===== src/rtl/add_pipe_pkg.sv =====
// Shared types and constants for the add_pipe block.
package add_pipe_pkg;

  localparam int unsigned CNT_W = 8;

  typedef enum logic [1:0] {
    S_IDLE = 2'd0,
    S_1    = 2'd1,
    S_11   = 2'd2
  } det_state_t;

  // Increment that sticks at the all-ones value.
  function automatic logic [CNT_W-1:0] sat_inc(input logic [CNT_W-1:0] v);
    return (v == '1) ? v : v + 1'b1;
  endfunction

endpackage


===== src/rtl/sync_fifo.sv =====
// Single-clock FIFO with registered occupancy; head entry is read combinationally.
module sync_fifo #(
  parameter int unsigned WIDTH = 5,
  parameter int unsigned DEPTH = 2
) (
  input  logic             clk,
  input  logic             rst_n,
  input  logic             wr_en,
  input  logic [WIDTH-1:0] wr_data,
  input  logic             rd_en,
  output logic [WIDTH-1:0] rd_data,
  output logic             full,
  output logic             empty
);

  localparam int unsigned AW = (DEPTH > 1) ? $clog2(DEPTH) : 1;
  localparam logic [AW:0] FULL_CNT = (AW+1)'(DEPTH);

  logic [WIDTH-1:0] mem [DEPTH];
  logic [AW-1:0]    wr_ptr_q, wr_ptr_d;
  logic [AW-1:0]    rd_ptr_q, rd_ptr_d;
  logic [AW:0]      count_q, count_d;
  logic             wr_fire, rd_fire;

  assign full    = (count_q == FULL_CNT);
  assign empty   = (count_q == '0);
  assign wr_fire = wr_en && !full;
  assign rd_fire = rd_en && !empty;
  assign rd_data = empty ? '0 : mem[rd_ptr_q];

  // Next-state for pointers (power-of-two depth, so they wrap naturally) and occupancy.
  always_comb begin
    wr_ptr_d = wr_ptr_q;
    rd_ptr_d = rd_ptr_q;
    count_d  = count_q;
    if (wr_fire) wr_ptr_d = wr_ptr_q + 1'b1;
    if (rd_fire) rd_ptr_d = rd_ptr_q + 1'b1;
    case ({wr_fire, rd_fire})
      2'b10:   count_d = count_q + 1'b1;
      2'b01:   count_d = count_q - 1'b1;
      default: count_d = count_q;
    endcase
  end

  // Pointer and occupancy registers.
  always_ff @(posedge clk) begin
    if (!rst_n) begin
      wr_ptr_q <= '0;
      rd_ptr_q <= '0;
      count_q  <= '0;
    end else begin
      wr_ptr_q <= wr_ptr_d;
      rd_ptr_q <= rd_ptr_d;
      count_q  <= count_d;
    end
  end

  // Storage array; contents need no reset since occupancy gates visibility.
  always_ff @(posedge clk) begin
    if (wr_fire) mem[wr_ptr_q] <= wr_data;
  end

endmodule


===== src/rtl/add_pipe.sv =====
// Adder stage feeding a result FIFO, with carry counter and 1,1,0 carry-pattern detector.
module add_pipe
  import add_pipe_pkg::*;
#(
  parameter int unsigned W     = 4,
  parameter int unsigned DEPTH = 2
) (
  input  logic             clk,
  input  logic             rst_n,
  input  logic             clr,
  input  logic             in_valid,
  output logic             in_ready,
  input  logic [W-1:0]     a,
  input  logic [W-1:0]     b,
  output logic             out_valid,
  input  logic             out_ready,
  output logic [W:0]       sum,
  output logic [CNT_W-1:0] carry_cnt,
  output logic [CNT_W-1:0] pat_cnt,
  output logic             pat_hit
);

  logic [W:0]       add_res;
  logic             carry;
  logic             accept;
  logic             fifo_full, fifo_empty;
  logic [W:0]       head;
  logic             run_q;
  det_state_t       state_q;
  logic [CNT_W-1:0] carry_cnt_q, pat_cnt_q;
  logic             pat_hit_q;

  assign add_res   = {1'b0, a} + {1'b0, b};
  assign carry     = add_res[W];
  // run_q delays in_ready until rst_n has been sampled high once.
  assign in_ready  = rst_n && run_q && !fifo_full;
  assign out_valid = rst_n && !fifo_empty;
  assign sum       = out_valid ? head : '0;
  assign accept    = in_valid && in_ready;

  assign carry_cnt = carry_cnt_q;
  assign pat_cnt   = pat_cnt_q;
  assign pat_hit   = pat_hit_q;

  sync_fifo #(
    .WIDTH (W + 1),
    .DEPTH (DEPTH)
  ) u_fifo (
    .clk     (clk),
    .rst_n   (rst_n),
    .wr_en   (accept),
    .wr_data (add_res),
    .rd_en   (out_valid && out_ready),
    .rd_data (head),
    .full    (fifo_full),
    .empty   (fifo_empty)
  );

  // Marks that reset has been released and sampled.
  always_ff @(posedge clk) begin
    if (!rst_n) run_q <= 1'b0;
    else        run_q <= 1'b1;
  end

  // Carry counter and pattern detector; both advance only on accepted pairs.
  always_ff @(posedge clk) begin
    if (!rst_n || clr) begin
      state_q     <= S_IDLE;
      carry_cnt_q <= '0;
      pat_cnt_q   <= '0;
      pat_hit_q   <= 1'b0;
    end else begin
      pat_hit_q <= 1'b0;
      if (accept) begin
        if (carry) carry_cnt_q <= sat_inc(carry_cnt_q);
        case (state_q)
          S_IDLE:  state_q <= carry ? S_1 : S_IDLE;
          S_1:     state_q <= carry ? S_11 : S_IDLE;
          S_11: begin
            if (carry) begin
              state_q <= S_11;
            end else begin
              state_q   <= S_IDLE;
              pat_hit_q <= 1'b1;
              pat_cnt_q <= pat_cnt_q + 1'b1;
            end
          end
          default: state_q <= S_IDLE;
        endcase
      end
    end
  end

endmodule


===== config.mk =====
export PLATFORM = sky130hd
export DESIGN_NAME = add_pipe
export DESIGN_NICKNAME = d
export VERILOG_FILES = /design/src/rtl/add_pipe_pkg.sv /design/src/rtl/sync_fifo.sv /design/src/rtl/add_pipe.sv
export SDC_FILE = /design/constraint.sdc
export NUM_CORES = 1
export LEC_CHECK = 0
export CAP_MARGIN = 20
export CORE_ASPECT_RATIO = 1.25
export CORE_UTILIZATION = 53
export CTS_CLUSTER_SIZE = 25
export DETAILED_ROUTE_END_ITERATION = 8
export PLACE_DENSITY = 0.94
export REMOVE_ABC_BUFFERS = 1
export SLEW_MARGIN = 10
export SYNTH_ARGS = -nofsm -noshare
export SYNTH_HDL_FRONTEND = slang
export SYNTH_SLANG_ARGS = --single-unit

===== constraint.sdc =====
create_clock -name clk -period 6.1 [get_ports clk]
set_clock_uncertainty 0.2 [all_clocks]
set_input_delay 0.915 -clock clk [delete_from_list [all_inputs] [get_ports clk]]
set_output_delay 0.915 -clock clk [all_outputs]
set_load 0.01 [all_outputs]

After elaboration in Yosys (flattened, before gate mapping):

Memories as Yosys holds them, arrays and structs flattened. A register that Yosys moved wholly into a read port is not among the register bits.
Cells that the tools add are included.

* memories kept: 1
* memory bits (writable): 10
* bits in latches: 0
* register bits after elaboration: 24
* memory bits (read-only): 0
* input port bits: 13

* bitwise gates (word level): 4
* shift-type cells: 0
* $lt $le $gt $ge: 0
* reductions and logical operators: 18
* add/subtract/negate cells: 7
* multipliers: 0
* mux-type cells: 12
* equality and inequality tests: 6
* divide/modulo/power cells: 0

Memory list
* u_fifo.mem: depth 2, bits a word 5, read ports 1, clocked after memory_dff 1, wr ports 1, line sync_fifo.sv:19 `logic [WIDTH-1:0] mem [DEPTH];`

Operators with widths (number)
* adder 8 x 1 -> 8 bit (second input constant): 2
* two-way mux 5 bit: 2
* equality test 8 bit (second input constant): 1
* one-hot mux 2 bit (2 select lines): 2
* logical AND 1 bit: 7
* two-way mux 1 bit: 7
* equality test 2 bit (second input constant): 3
* AND reduction 3 bit: 2
* adder 4 x 4 -> 5 bit: 1
* equality test 2 x 1 -> 1 bit (second input constant): 2
* logical NOT 2 bit: 2
* NOT 1 bit: 4
* logical NOT 1 bit: 3
* OR reduction 3 bit: 1
* adder 1 bit (second input constant): 2
* adder 2 x 1 -> 2 bit (second input constant): 1
* two-way mux 2 bit: 1
* nonzero test 2 bit: 1
* OR reduction 2 bit: 1
* subtractor 2 x 1 -> 2 bit (second input constant): 1
* logical OR 1 bit: 1

Logic depth before layout (Yosys ltp):

Gate-level depths: netlist (run 1).

* word-level depth: 7
* mapped depth: 9
* mapped depth without buffers: 8

Hierarchy:

Synthesis (run 1) repeated with hierarchy kept, for this count alone.

* cells, all modules: 187
* area, all modules: 1784.2 um^2

Modules (own cells, without submodules)
* add_pipe: cells an instance 139, area each 1173.6 um^2, instances 1, seq. area each 400.4 um^2
* sync_fifo: cells an instance 48, area each 610.6 um^2, instances 1, seq. area each 400.4 um^2

Least setup slack after synthesis (run 1):

OpenSTA, ideal clock, no wires.

* path type: input-to-reg
* start: input port a[0]
* end: register carry_cnt_q[5], in the netlist carry_cnt[5]
* stages on the path: 8
* data arrival time: 2.635 ns
* setup slack: 3.149 ns
* setup time: 0.116 ns
* path buffers: 0
* required time: 5.784 ns
* cell sequence: ha_1 > inv_1 > fa_1 > nand2b_1 > o2bb2ai_1 > nor4_2 > a211oi_1 > a31o_2

* word-level cells in the longest chain between the ends: 2

Ends and longest elaborated chain
* from (decl): line add_pipe.sv:13 `input logic [W-1:0] a,`
* adder 4 x 4 -> 5 bit: line add_pipe.sv:33 `assign add_res = {1'b0, a} + {1'b0, b};`
* AND reduction 3 bit (no line)
* to (signal assigned): line add_pipe.sv:75 `if (carry) carry_cnt_q <= sat_inc(carry_cnt_q);`
* to (decl): line add_pipe.sv:30 `logic [CNT_W-1:0] carry_cnt_q, pat_cnt_q;`

Every way passes these cells.
A chain may end at the register's enable or synchronous reset.

Final worst setup path (run 1):

* start: input port rst_n
* end: output port sum[2]

* word-level cells in the longest chain between the ends: 2

Ends and longest elaborated chain
* from (decl): line add_pipe.sv:9 `input logic rst_n,`
* logical AND 1 bit: line add_pipe.sv:37 `assign out_valid = rst_n && !fifo_empty;`
* two-way mux 5 bit: line add_pipe.sv:38 `assign sum = out_valid ? head : '0;`
* to (decl): line add_pipe.sv:17 `output logic [W:0] sum,`

Every way passes these cells.

==> results of run 1 <==
-- logic make-up (layout without fill, tap and decap cells) --
family / count (synthesis) / after routing / share of synthesized area, %
and+or+nand+nor: 62 / 62 / 19.5
DFF: 35 / 35 / 47.4
AOI/OAI and AO/OA: 19 / 19 / 8.44
buffers and inverters: 19 / 60 / 4.22
xor gates and xnor gates: 16 / 16 / 8.30
adders and majority gates: 11 / 11 / 8.59
muxes: 6 / 6 / 3.56
-- flip-flops by register name, summed over array words and instances, names as in the netlist, named ones only --
signal / flops
state_q: 2
u_fifo.wr_ptr_q: 1
pat_hit: 1
carry_cnt: 8
u_fifo.rd_ptr_q: 1
run_q: 1
u_fifo.count_q: 2
u_fifo.mem: 10
pat_cnt: 8
-- cell usage in the layout, fill, tap and decap left out, types with 2 or more instances in the layout --
| master | synthesis | final |
|---|---|---|
| and3_1 | 4 | 4 |
| clkbuf_4 | 0 | 5 |
| xnor2_1 | 10 | 10 |
| nand3_1 | 9 | 9 |
| a21o_1 | 2 | 2 |
| and2_1 | 5 | 5 |
| nand2_1 | 2 | 2 |
| clkdlybuf4s50_1 | 0 | 36 |
| a21oi_1 | 5 | 5 |
| inv_1 | 14 | 14 |
| xor2_1 | 6 | 6 |
| and4_1 | 2 | 2 |
| nor4_1 | 3 | 3 |
| dfxtp_1 | 25 | 25 |
| edfxtp_1 | 10 | 10 |
| nand4_1 | 3 | 3 |
| nor2b_1 | 2 | 2 |
| ha_1 | 10 | 10 |
| buf_4 | 0 | 2 |
| nor2_1 | 24 | 24 |
| mux2i_1 | 6 | 6 |
-- final timing paths --
check	end	slack, ns	cells past startpoint
worst min-delay path	pat_cnt[7]	0.29	2
worst max-delay path	sum[2]	2.48	4
worst min register to register	pat_cnt[7]	0.29	2
worst max register to register	u_fifo.count_q[1]	3.93	6
-- Yosys cell counts (2+ instances only) --
cell,instances
dfxtp_1,25
nor2_1,24
inv_1,14
edfxtp_1,10
ha_1,10
xnor2_1,10
nand3_1,9
mux2i_1,6
xor2_1,6
a21oi_1,5
and2_1,5
clkbuf_1,5
and3_1,4
nand4_1,3
nor4_1,3
a21o_1,2
and4_1,2
nand2_1,2
nor2b_1,2
-- through the flow --
step	instances	util (%)
final	245	72.0
after global routing	245	72.0
after CTS	244	71.8
after detailed placement	236	70.1
after global placement	236	70.1
after floorplan	163	-
-- power by group --
part / internal, mW / switching, mW / leakage, nW
combinational: 0.0241 / 0.0238 / 0.448
sequential: 0.245 / 0.00337 / 0.293
clock: 0.0432 / 0.0762 / 0.0297
total: 0.313 / 0.103 / 0.770
-- worst register-to-register path: cells and delay by family, from the launching register on --
kind                     cells  cell delay, ns
AO/OA/AOI/OAI                2            0.53
adder cells (fa/ha/maj)      1            0.33
buffers and inverters        1            0.09
flip-flops                   1            0.39
AND/OR/NAND/NOR              2            0.57
-- routing by layer --
| layer | part of all wire (%) | global-route usage [%] | up-vias |
|---|---|---|---|
| li1 | - | - | 655 |
| met1 | 43 | 22.2 | 592 |
| met2 | 50 | 33.7 | 28 |
| met3 | 3.9 | 4.86 | 10 |
| met4 | 3.5 | 15.5 | 0 |
| met5 | 0 | 0 | - |
-- area by class of cell --
type	count	area, um^2	area share [%]
inverters	14	52.6	2.45
clock buffers	6	41.3	1.93
clock inverters	2	8.76	0.409
multi-input cells	114	817	38.2
flip-flops and latches	35	801	37.4
repair buffers	38	375	17.5
well taps	36	45.0	2.10
==> results by group, run 1 <==
Critical path
  • Crit Path Max Fanout: 10
  • Crit-path slowest cell: clkdlybuf4s50_1
  • CP Class: input pin to output pin
  • CP startpoint: rst_n
  • Critical path capture point type: output pin
  • Cell breakdown of the critical path: clkdlybuf4s50_1 -> o21ai_1 -> nor2_1 -> clkdlybuf4s50_1
  • CP most frequent cell: clkdlybuf4s50_1
  • Arrival time worst endpoint: 2.51 ns
  • Buffers and inverters on the worst path: 2
  • Worst path max stage delay: 0.66 ns
  • CP Launch Type: input pin
  • Largest delay share family, worst path: buffers and inverters
  • Worst R2R Start: u_fifo.count_q[1]
  • Worst Path Required: 4.98 ns

Timing
  • Slew margin rel.: 57.3%
  • WHS: 0.290 ns
  • RSZ-0062 raised after global routing: false
  • Fin. Hold Viols: 0
  • Min Tclk post-route: 3.62 ns
  • Final setup margin: 2.48 ns
  • Worst Tran Pin Value: 0.641 ns
  • Final period utilization: 59.4%
  • Max Slew Vio Count: 0
  • Final setup viols: 0
  • Max frequency: 276 MHz
  • TNS Setup: 0 ns

Clock tree
  • Post_cts resized: 0
  • CTS tree: yes
  • Root buffer cell: clkbuf_4
  • Skew-Pair Late Insertion Delay: 0.35 ns
  • # hold bufs at CTS: 0
  • Number of post-CTS setup repair buffers: 0
  • Clock-pin slew on the worst setup and hold paths: 0.10 ns
  • H-tree levels: 2
  • Clock sink count: 35
  • Max Root-Sink Buffers: 2
  • Num CTS Buffers: 5

Finish
  • Area delta synth->final: 26.7%
  • Antenna diodes: 0
  • Nets: 232
  • Final instance area: 2140 um^2
  • Layout cell share with drive strength beyond 1: 6.22%
  • Fill cells: 220

Yosys
  • Ys flop type: dfxtp_1
  • Mapped Cells: 168
  • Post-synthesis sequential area ratio: 47.4%
  • Synth Register Bits: 35
  • Synth cell types: 40
  • Synth area leaders: dfxtp_1, edfxtp_1, ha_1
  • Synth Warn #: 0
  • Post-synth ARST share: 0%
  • Post-synthesis average cell area: 10.1 um^2
  • Mapped Area: 1690 um^2
  • Post-synth EDFFs: 10
  • Yosys top cell by area: dfxtp_1
  • Top-area cell type share of the netlist area: 29.6%

Placed design
  • Buffers on Ports: 36
  • DP HPWL: 2130 um
  • Cell Area, Placed: 2080 um^2
  • Post-place setup slack: 2.24 ns
  • Routability cong.: 0.754

Route
  • Initial DRC count: 18
  • Avg WL per Cell: 12.2 um
  • Pre-Repair DR Iteration Count: 4
  • Routed Antenna Nets: 0
  • Residual DRC: 0
  • Vias per cell: 5.24
  • Final wirelength: 2980 um
  • DR vias: 1285

Flow run
  • Reported max-cap violation count: 0

Min path
  • Min-delay worst type: flip-flop to flip-flop
  • Worst Hold Launch: pat_cnt[7]

Floorplanning
  • Starting Density: 56.8%
  • Die H: 65.1 um
  • Row count: 22
  • Die area: 3420 um^2
  • Core area: 2970 um^2
  • I/O pin cnt: 37
  • Die W: 52.5 um

Outcome
  • Outcome: finished, final reports clean

Pwr
  • Power Density: 194 nW/um^2
  • Highest ir drop seen on vdd: 0.148 mV
  • Cell leakage power: 0.770 nW
  • Total power draw: 0.416 mW

Global routing
  • First-pass GRT wire length: 5110 um
  • Initial antenna violation count: 0
  • Largest net degree at the start of global routing: 21
  • Vias in the first global route: 1213
  • Congestion Overflow GR: 0
  • Total track usage: 20.5%
Power figures use the tool's default switching activity.
==> run 2: changes to the inputs <==
--- a/config.mk
+++ b/config.mk
@@ -7,10 +7,10 @@
 export LEC_CHECK = 0
 export CAP_MARGIN = 20
 export CORE_ASPECT_RATIO = 1.25
-export CORE_UTILIZATION = 53
+export CORE_UTILIZATION = 50
 export CTS_CLUSTER_SIZE = 25
 export DETAILED_ROUTE_END_ITERATION = 8
-export PLACE_DENSITY = 0.94
+export PLACE_DENSITY = 0.9
 export REMOVE_ABC_BUFFERS = 1
 export SLEW_MARGIN = 10
 export SYNTH_ARGS = -nofsm -noshare
==> constraint.sdc (replaced) <==
create_clock -name clk -period 3.8 [get_ports clk]
set_clock_uncertainty 0.2 [all_clocks]
set_input_delay 0.57 -clock clk [delete_from_list [all_inputs] [get_ports clk]]
set_output_delay 0.57 -clock clk [all_outputs]
set_load 0.01 [all_outputs]
==> run 2 against run 1 <==
  * Combinational power is 57% higher
  * Critical endpoint unchanged
  * Flip-flop and latch count stayed put
  * Non-clock buffer count stayed put
  * Sequential share of layout area is 0.73 points lower
  * Setup slack worse by 1.6 ns
  * Clock power is 130% higher
  * Register-to-register slack worse by 2.3 ns
  * Core utilization is 4.3 points lower
==> results by group, run 2 (synthesis results as in run 1) <==
Outcome
  • Outcome: finished, final reports clean

Clock tree
  • # hold bufs at CTS: 0 (unchanged)
  • Number of post-CTS setup repair buffers: 0 (unchanged)
  • H-tree levels: 2 (unchanged)
  • Clock sink count: 35 (unchanged)
  • Clock-pin slew on the worst setup and hold paths: 0.06 ns (-0.04 ns)
  • Post_cts resized: 0 (unchanged)
  • Root buffer cell: clkbuf_8
  • Max Root-Sink Buffers: 2 (unchanged)
  • Num CTS Buffers: 5 (unchanged)
  • CTS tree: yes
  • Skew-Pair Late Insertion Delay: 0.28 ns (-0.07 ns)

Placed design
  • Placed Cells: 238 (+0.85%)
  • Routability cong.: 0.761 (+1.0%)
  • Post-place setup slack: 0.653 ns (-1.59 ns)
  • Buffers on Ports: 36 (unchanged)
  • Cell Area, Placed: 2090 um^2 (+0.42%)
  • DP HPWL: 2180 um (+2.2%)

Critical path
  • Crit-path slowest cell: clkdlybuf4s50_1
  • Critical path capture point type: output pin
  • Worst R2R Path Depth: 6 (unchanged)
  • Worst path max stage delay: 0.64 ns (-0.02 ns)
  • Largest delay share family, worst path: buffers and inverters
  • Worst Path Required: 3.03 ns (-1.95 ns)
  • Worst r2r dst: u_fifo.count_q[1]
  • Crit Path Max Fanout: 10 (unchanged)
  • Buffers and inverters on the worst path: 2 (unchanged)
  • CP most frequent cell: clkdlybuf4s50_1
  • Cell breakdown of the critical path: clkdlybuf4s50_1 -> o21ai_1 -> nor2_1 -> clkdlybuf4s50_1
  • Worst R2R Start: u_fifo.count_q[1]
  • Arrival time worst endpoint: 2.15 ns (-0.36 ns)
  • Reg2reg setup slack: 1.62 ns (-2.31 ns)
  • CP Class: input pin to output pin
  • CP Launch Type: input pin

Timing
  • Final setup margin: 0.879 ns (-1.60 ns)
  • Final setup viols: 0 (unchanged)
  • Slew margin rel.: 58.9% (+1.6 points)
  • Worst Tran Pin Value: 0.617 ns (-0.0238 ns)
  • Max frequency: 342 MHz
  • WHS: 0.283 ns (-0.00701 ns)
  • Min Tclk post-route: 2.92 ns
  • Max Slew Vio Count: 0 (unchanged)
  • Final period utilization: 76.9%
  • Fin. Hold Viols: 0 (unchanged)
  • TNS Setup: 0 ns (unchanged)
  • RSZ-0062 raised after global routing: false

Min path
  • Hold EP: pat_cnt[7]
  • Hold-critical path depth: 2 (unchanged)
  • Min-delay worst type: flip-flop to flip-flop
  • Worst Hold Launch: pat_cnt[7]

Floorplanning
  • Die W: 54.0 um (+2.8%)
  • Die H: 67.0 um (+2.9%)
  • Starting Density: 52.4% (-4.4 points)
  • Die area: 3620 um^2 (+5.8%)
  • I/O pin cnt: 37 (unchanged)
  • Row count: 23 (+4.5%)
  • Core area: 3220 um^2 (+8.4%)

Global routing
  • First-pass GRT wire length: 4890 um (-4.3%)
  • Total track usage: 19.1% (-1.5 points)
  • Congestion Overflow GR: 0 (unchanged)
  • Largest net degree at the start of global routing: 21 (unchanged)
  • Initial antenna violation count: 0 (unchanged)
  • Vias in the first global route: 1149 (-5.3%)

Pwr
  • Total power draw: 0.743 mW (+79%)
  • Cell leakage power: 0.789 nW (+2.4%)
  • Power Density: 340 nW/um^2 (+75%)
  • Highest ir drop seen on vdd: 0.388 mV (+160%)

Finish
  • Biggest register: u_fifo.mem
  • Commonest non-fill, non-tap cell in the layout: clkdlybuf4s50_1
  • Max reg flops: 10 (unchanged)
  • Register Area: 801 um^2 (unchanged)
  • Antenna diodes: 0 (unchanged)
  • Nets: 232 (unchanged)
  • Layout cell share with drive strength beyond 1: 6.70% (+0.48 points)
  • Final instance area: 2180 um^2 (+2.0%)
  • Final cell count without fillers: 246 (+0.41%)
  • Most frequent cells in the layout: clkdlybuf4s50_1, dfxtp_1, nor2_1, inv_1
  • Area delta synth->final: 29.3%
  • Area of the multi-input gates: 817 um^2 (unchanged)
  • Post-layout util: 67.7% (-4.3 points)
  • Fill cells: 249 (+13%)

Route
  • Residual DRC: 0 (unchanged)
  • Initial DRC count: 23 (+5)
  • Vias per cell: 5.18 (-1.3%)
  • Routed Antenna Nets: 0 (unchanged)
  • Final wirelength: 2870 um (-3.7%)
  • Avg WL per Cell: 11.7 um (-4.1%)
  • DR vias: 1274 (-0.86%)
  • Pre-Repair DR Iteration Count: 4 (unchanged)

Flow run
  • Reported max-cap violation count: 0 (unchanged)
[run 2: changes by cell type in the layout (fill, tap and decap cells not counted), sizes merged]
| cell | before | now |
|---|---|---|
| clkbuf | 6 | 7 |
| clkinv | 2 | 1 |
[run 2: worst register-to-register path, cell delays in order, from the launching register on]
cell      delay, ns
dfxtp_1        0.38
o21ai_1        0.38
inv_1          0.10
and2_1         0.20
ha_1           0.33
or3_1          0.37
a21boi_0       0.15
[run 2: layout make-up]
type	count	area share, %
sequential	35	36.7
multi-input combinational	114	37.4
timing repair buffer	38	17.2
tap	37	2.12
clock buffer	7	3.95
inverter	14	2.41
clock inverter	1	0.229
[run 2: worst max path at each step]
stage	startpoint	end	cells past startpoint
after floorplan	a[0]	carry_cnt[5]	8
after global placement	a[0]	carry_cnt[5]	9
after detailed placement	a[0]	carry_cnt[1]	10
after CTS	rst_n	sum[2]	4
after global routing	rst_n	sum[2]	4
final	rst_n	sum[2]	4
[run 2: metal layers]
metal	part of all wire, %	track usage [%]
met3	3.7	4.34
met5	0	0
met1	43	21.7
met2	51	31.3
met4	2.5	11.5
[run 2: power breakdown]
group	switching (mW)	leakage, nW	total (mW)	internal, mW
Sequential	0.00531	0.293	0.399	0.394
Combinational	0.0367	0.448	0.0753	0.0387
Clock	0.122	0.0482	0.268	0.146
==> run 3: changes to the inputs <==
==> constraint.sdc (replaced) <==
create_clock -name clk -period 2.7 [get_ports clk]
set_clock_uncertainty 0.2 [all_clocks]
set_input_delay 0.405 -clock clk [delete_from_list [all_inputs] [get_ports clk]]
set_output_delay 0.405 -clock clk [all_outputs]
set_load 0.01 [all_outputs]
==> run 3 against run 2 <==
  * Flip-flop and latch count is the same
  * Worst hold slack gained 0.0021 ns
  * Via count grew 5.6%
  * Critical endpoint is now carry_cnt[6]
  * Largest power group unchanged
==> results by group, run 3 (synthesis results as in run 1) <==
Placed design
  • Buffers on Ports: 36 (unchanged)
  • Cell Area, Placed: 2170 um^2 (+3.9%)
  • DP HPWL: 2390 um (+9.6%)
  • Routability cong.: 0.824 (+8.2%)

Critical path
  • Worst R2R Start: u_fifo.count_q[1]
  • Buffers and inverters on the worst path: 3 (+1)
  • Arrival time worst endpoint: 2.59 ns (+0.44 ns)
  • CP startpoint: a[0]
  • Critical path capture point type: flip-flop
  • Worst r2r dst: u_fifo.count_q[1]
  • Cell breakdown of the critical path: clkdlybuf4s50_1 -> ha_1 -> inv_1 -> fa_1 -> nand2b_1 -> o2bb2ai_1 -> buf_4 -> nor4_1 -> xnor2_1 -> nor2_1
  • Crit-path slowest cell: clkdlybuf4s50_1
  • Worst Path Required: 2.69 ns (-0.34 ns)
  • Largest delay share family, worst path: buffers and inverters
  • CP Launch Type: input pin
  • Worst path depth: 10 (+6)
  • CP Class: input pin to flip-flop
  • End of the critical path: carry_cnt[6]
  • Worst path max stage delay: 0.47 ns (-0.17 ns)
  • Worst R2R Path Depth: 6 (unchanged)
  • Crit Path Max Fanout: 4 (-6)
  • Reg2reg setup slack: 0.50 ns (-1.12 ns)

Pwr
  • Power Density: 507 nW/um^2 (+49%)
  • Switching power: 0.258 mW (+57%)
  • Comb power frac: 10.4% (+0.3 points)
  • Cell leakage power: 0.854 nW (+8.3%)
  • Sw frac: 22.1% (-0.047 points)
  • P_int: 0.911 mW (+57%)
  • Highest ir drop seen on vdd: 0.394 mV (+1.7%)
  • Flop pwr share: 48.0% (-5.7 points)
  • Clock network fraction of design power: 41.6% (+5.5 points)

Global routing
  • Met3 Use GR: 4.11% (-0.23 points)
  • Congestion Overflow GR: 0 (unchanged)
  • Busiest metal layer after global routing: met2
  • Total track usage: 21.0% (+1.9 points)
  • Initial antenna violation count: 0 (unchanged)
  • Met2 Use GR: 38.0% (+6.6 points)
  • Routing usage on met1: 22.0% (+0.22 points)
  • Vias in the first global route: 1309 (+14%)
  • First-pass GRT wire length: 5420 um (+11%)
  • Largest net degree at the start of global routing: 13 (-38%)

Flow run
  • Reported max-cap violation count: 0 (unchanged)

Timing
  • Max frequency: 385 MHz
  • Slew margin rel.: 66.8% (+7.9 points)
  • Worst Tran Pin Value: 0.496 ns (-0.121 ns)
  • Max Slew Vio Count: 0 (unchanged)
  • Final period utilization: 96.3%
  • Fin. Hold Viols: 0 (unchanged)
  • Min Tclk post-route: 2.60 ns
  • Final setup viols: 0 (unchanged)

Finish
  • Max reg flops: 10 (unchanged)
  • Nets: 243 (+4.7%)
  • Fill cells: 247 (-0.80%)
  • Commonest non-fill, non-tap cell in the layout: clkdlybuf4s50_1
  • Register Area: 801 um^2 (unchanged)
  • Area delta synth->final: 36.6%
  • Final instance area: 2310 um^2 (+5.7%)
  • Biggest register: u_fifo.mem
  • Area of the multi-input gates: 823 um^2 (+0.77%)
  • Layout cell share with drive strength beyond 1: 12.3% (+5.6 points)
  • Post-layout util: 71.6% (+3.8 points)
  • Most frequent cells in the layout: clkdlybuf4s50_1, dfxtp_1, nor2_1, inv_1, buf_4
  • Antenna diodes: 0 (unchanged)

Floorplanning
  • Core area: 3220 um^2 (unchanged)
  • Die H: 67.0 um (unchanged)
  • Die area: 3620 um^2 (unchanged)
  • Die W: 54.0 um (unchanged)
  • Row count: 23 (unchanged)
  • Starting Density: 52.4% (unchanged)
  • I/O pin cnt: 37 (unchanged)

Clock tree
  • Num CTS Buffers: 5 (unchanged)
  • Number of post-CTS setup repair buffers: 0 (unchanged)
  • CTS tree: yes
  • Max Root-Sink Buffers: 2 (unchanged)
  • Root buffer cell: clkbuf_8
  • # hold bufs at CTS: 0 (unchanged)
  • Skew-Pair Late Insertion Delay: 0.29 ns (about the same)
  • Clock-pin slew on the worst setup and hold paths: 0.08 ns (+0.02 ns)
  • Post_cts resized: 0 (unchanged)
  • H-tree levels: 2 (unchanged)
  • Clock sink count: 35 (unchanged)

Route
  • DR vias: 1345 (+5.6%)
  • Avg WL per Cell: 13.0 um (+12%)
  • Residual DRC: 0 (unchanged)
  • Routed Antenna Nets: 0 (unchanged)
  • Vias per cell: 5.23 (+1.1%)
  • Pre-Repair DR Iteration Count: 4 (unchanged)
  • Final wirelength: 3350 um (+17%)
  • Initial DRC count: 29 (+26%)

Min path
  • Min-delay worst type: flip-flop to flip-flop

Outcome
  • Outcome: finished, final reports clean
==> run 3: cell types whose count changed in the layout (fill, tap and decap cells not counted) <==
cell        change
buf_4          +11
clkbuf_16       +2
clkbuf_1        -1
clkbuf_8        -1
clkinv_2        -1
clkinvlp_4      +1
nor4_1          -1
nor4_2          +1
==> run 3: cell type report <==
class                      count  area share [%]
clock inverter                 1           0.325
timing repair buffer          49            19.8
clock buffer                   7            5.15
inverter                      14            2.28
tap                           37            2.01
multi-input combinational    114            35.7
sequential                    35            34.7
==> run 3: stage by stage <==
step                power, mW  worst slack (ns)  instances  TNS, ns  hold WS (ns)
detailed placement      0.693            -0.183        249   -0.822         0.282
floorplan               0.634            0.0944        163        0         0.233
global route             1.21           -0.0560        257  -0.0560         0.315
global placement        0.688           -0.0791        249   -0.403         0.266
CTS                      1.18             0.106        257        0         0.290
finish                   1.17            0.0994        257        0         0.285
==> run 3: worst min path at each step <==
stage	start	end	slack (ns)	cells past startpoint
global placement	pat_cnt[7]	pat_cnt[7]	0.27	2
CTS	pat_cnt[7]	pat_cnt[7]	0.29	2
floorplan	rst_n	run_q	0.23	0
finish	pat_cnt[7]	pat_cnt[7]	0.28	2
detailed placement	pat_cnt[7]	pat_cnt[7]	0.28	2
global route	pat_cnt[7]	pat_cnt[7]	0.31	2
==> run 3: worst register-to-register path: cells and delay by family, from the launching register on <==
family                     cells  cell delay (ns)
AOI/OAI and AO/OA              2             0.57
and+or+nand+nor                2             0.57
DFF                            1             0.39
adders and majority gates      1             0.31
buffers and inverters          1             0.10
==> run 3: layer usage <==
metal  part of all wire, %  up-vias
met5                     0        -
met4                   2.4        0
met3                   3.2        8
met2                    54       26
met1                    40      632
li1                      -      679
==> run 3: power by group through the flow <==
| stage | combinational, mW | sequential (mW) | clock (mW) |
|---|---|---|---|
| 2_1_floorplan | 0.0616 | 0.572 | 0 |
| 3_3_place_gp | 0.115 | 0.573 | 0 |
| 3_5_place_dp | 0.119 | 0.574 | 0 |
| 4_1_cts | 0.121 | 0.562 | 0.499 |
| 5_1_grt | 0.134 | 0.563 | 0.512 |
| 6_report | 0.121 | 0.562 | 0.487 |
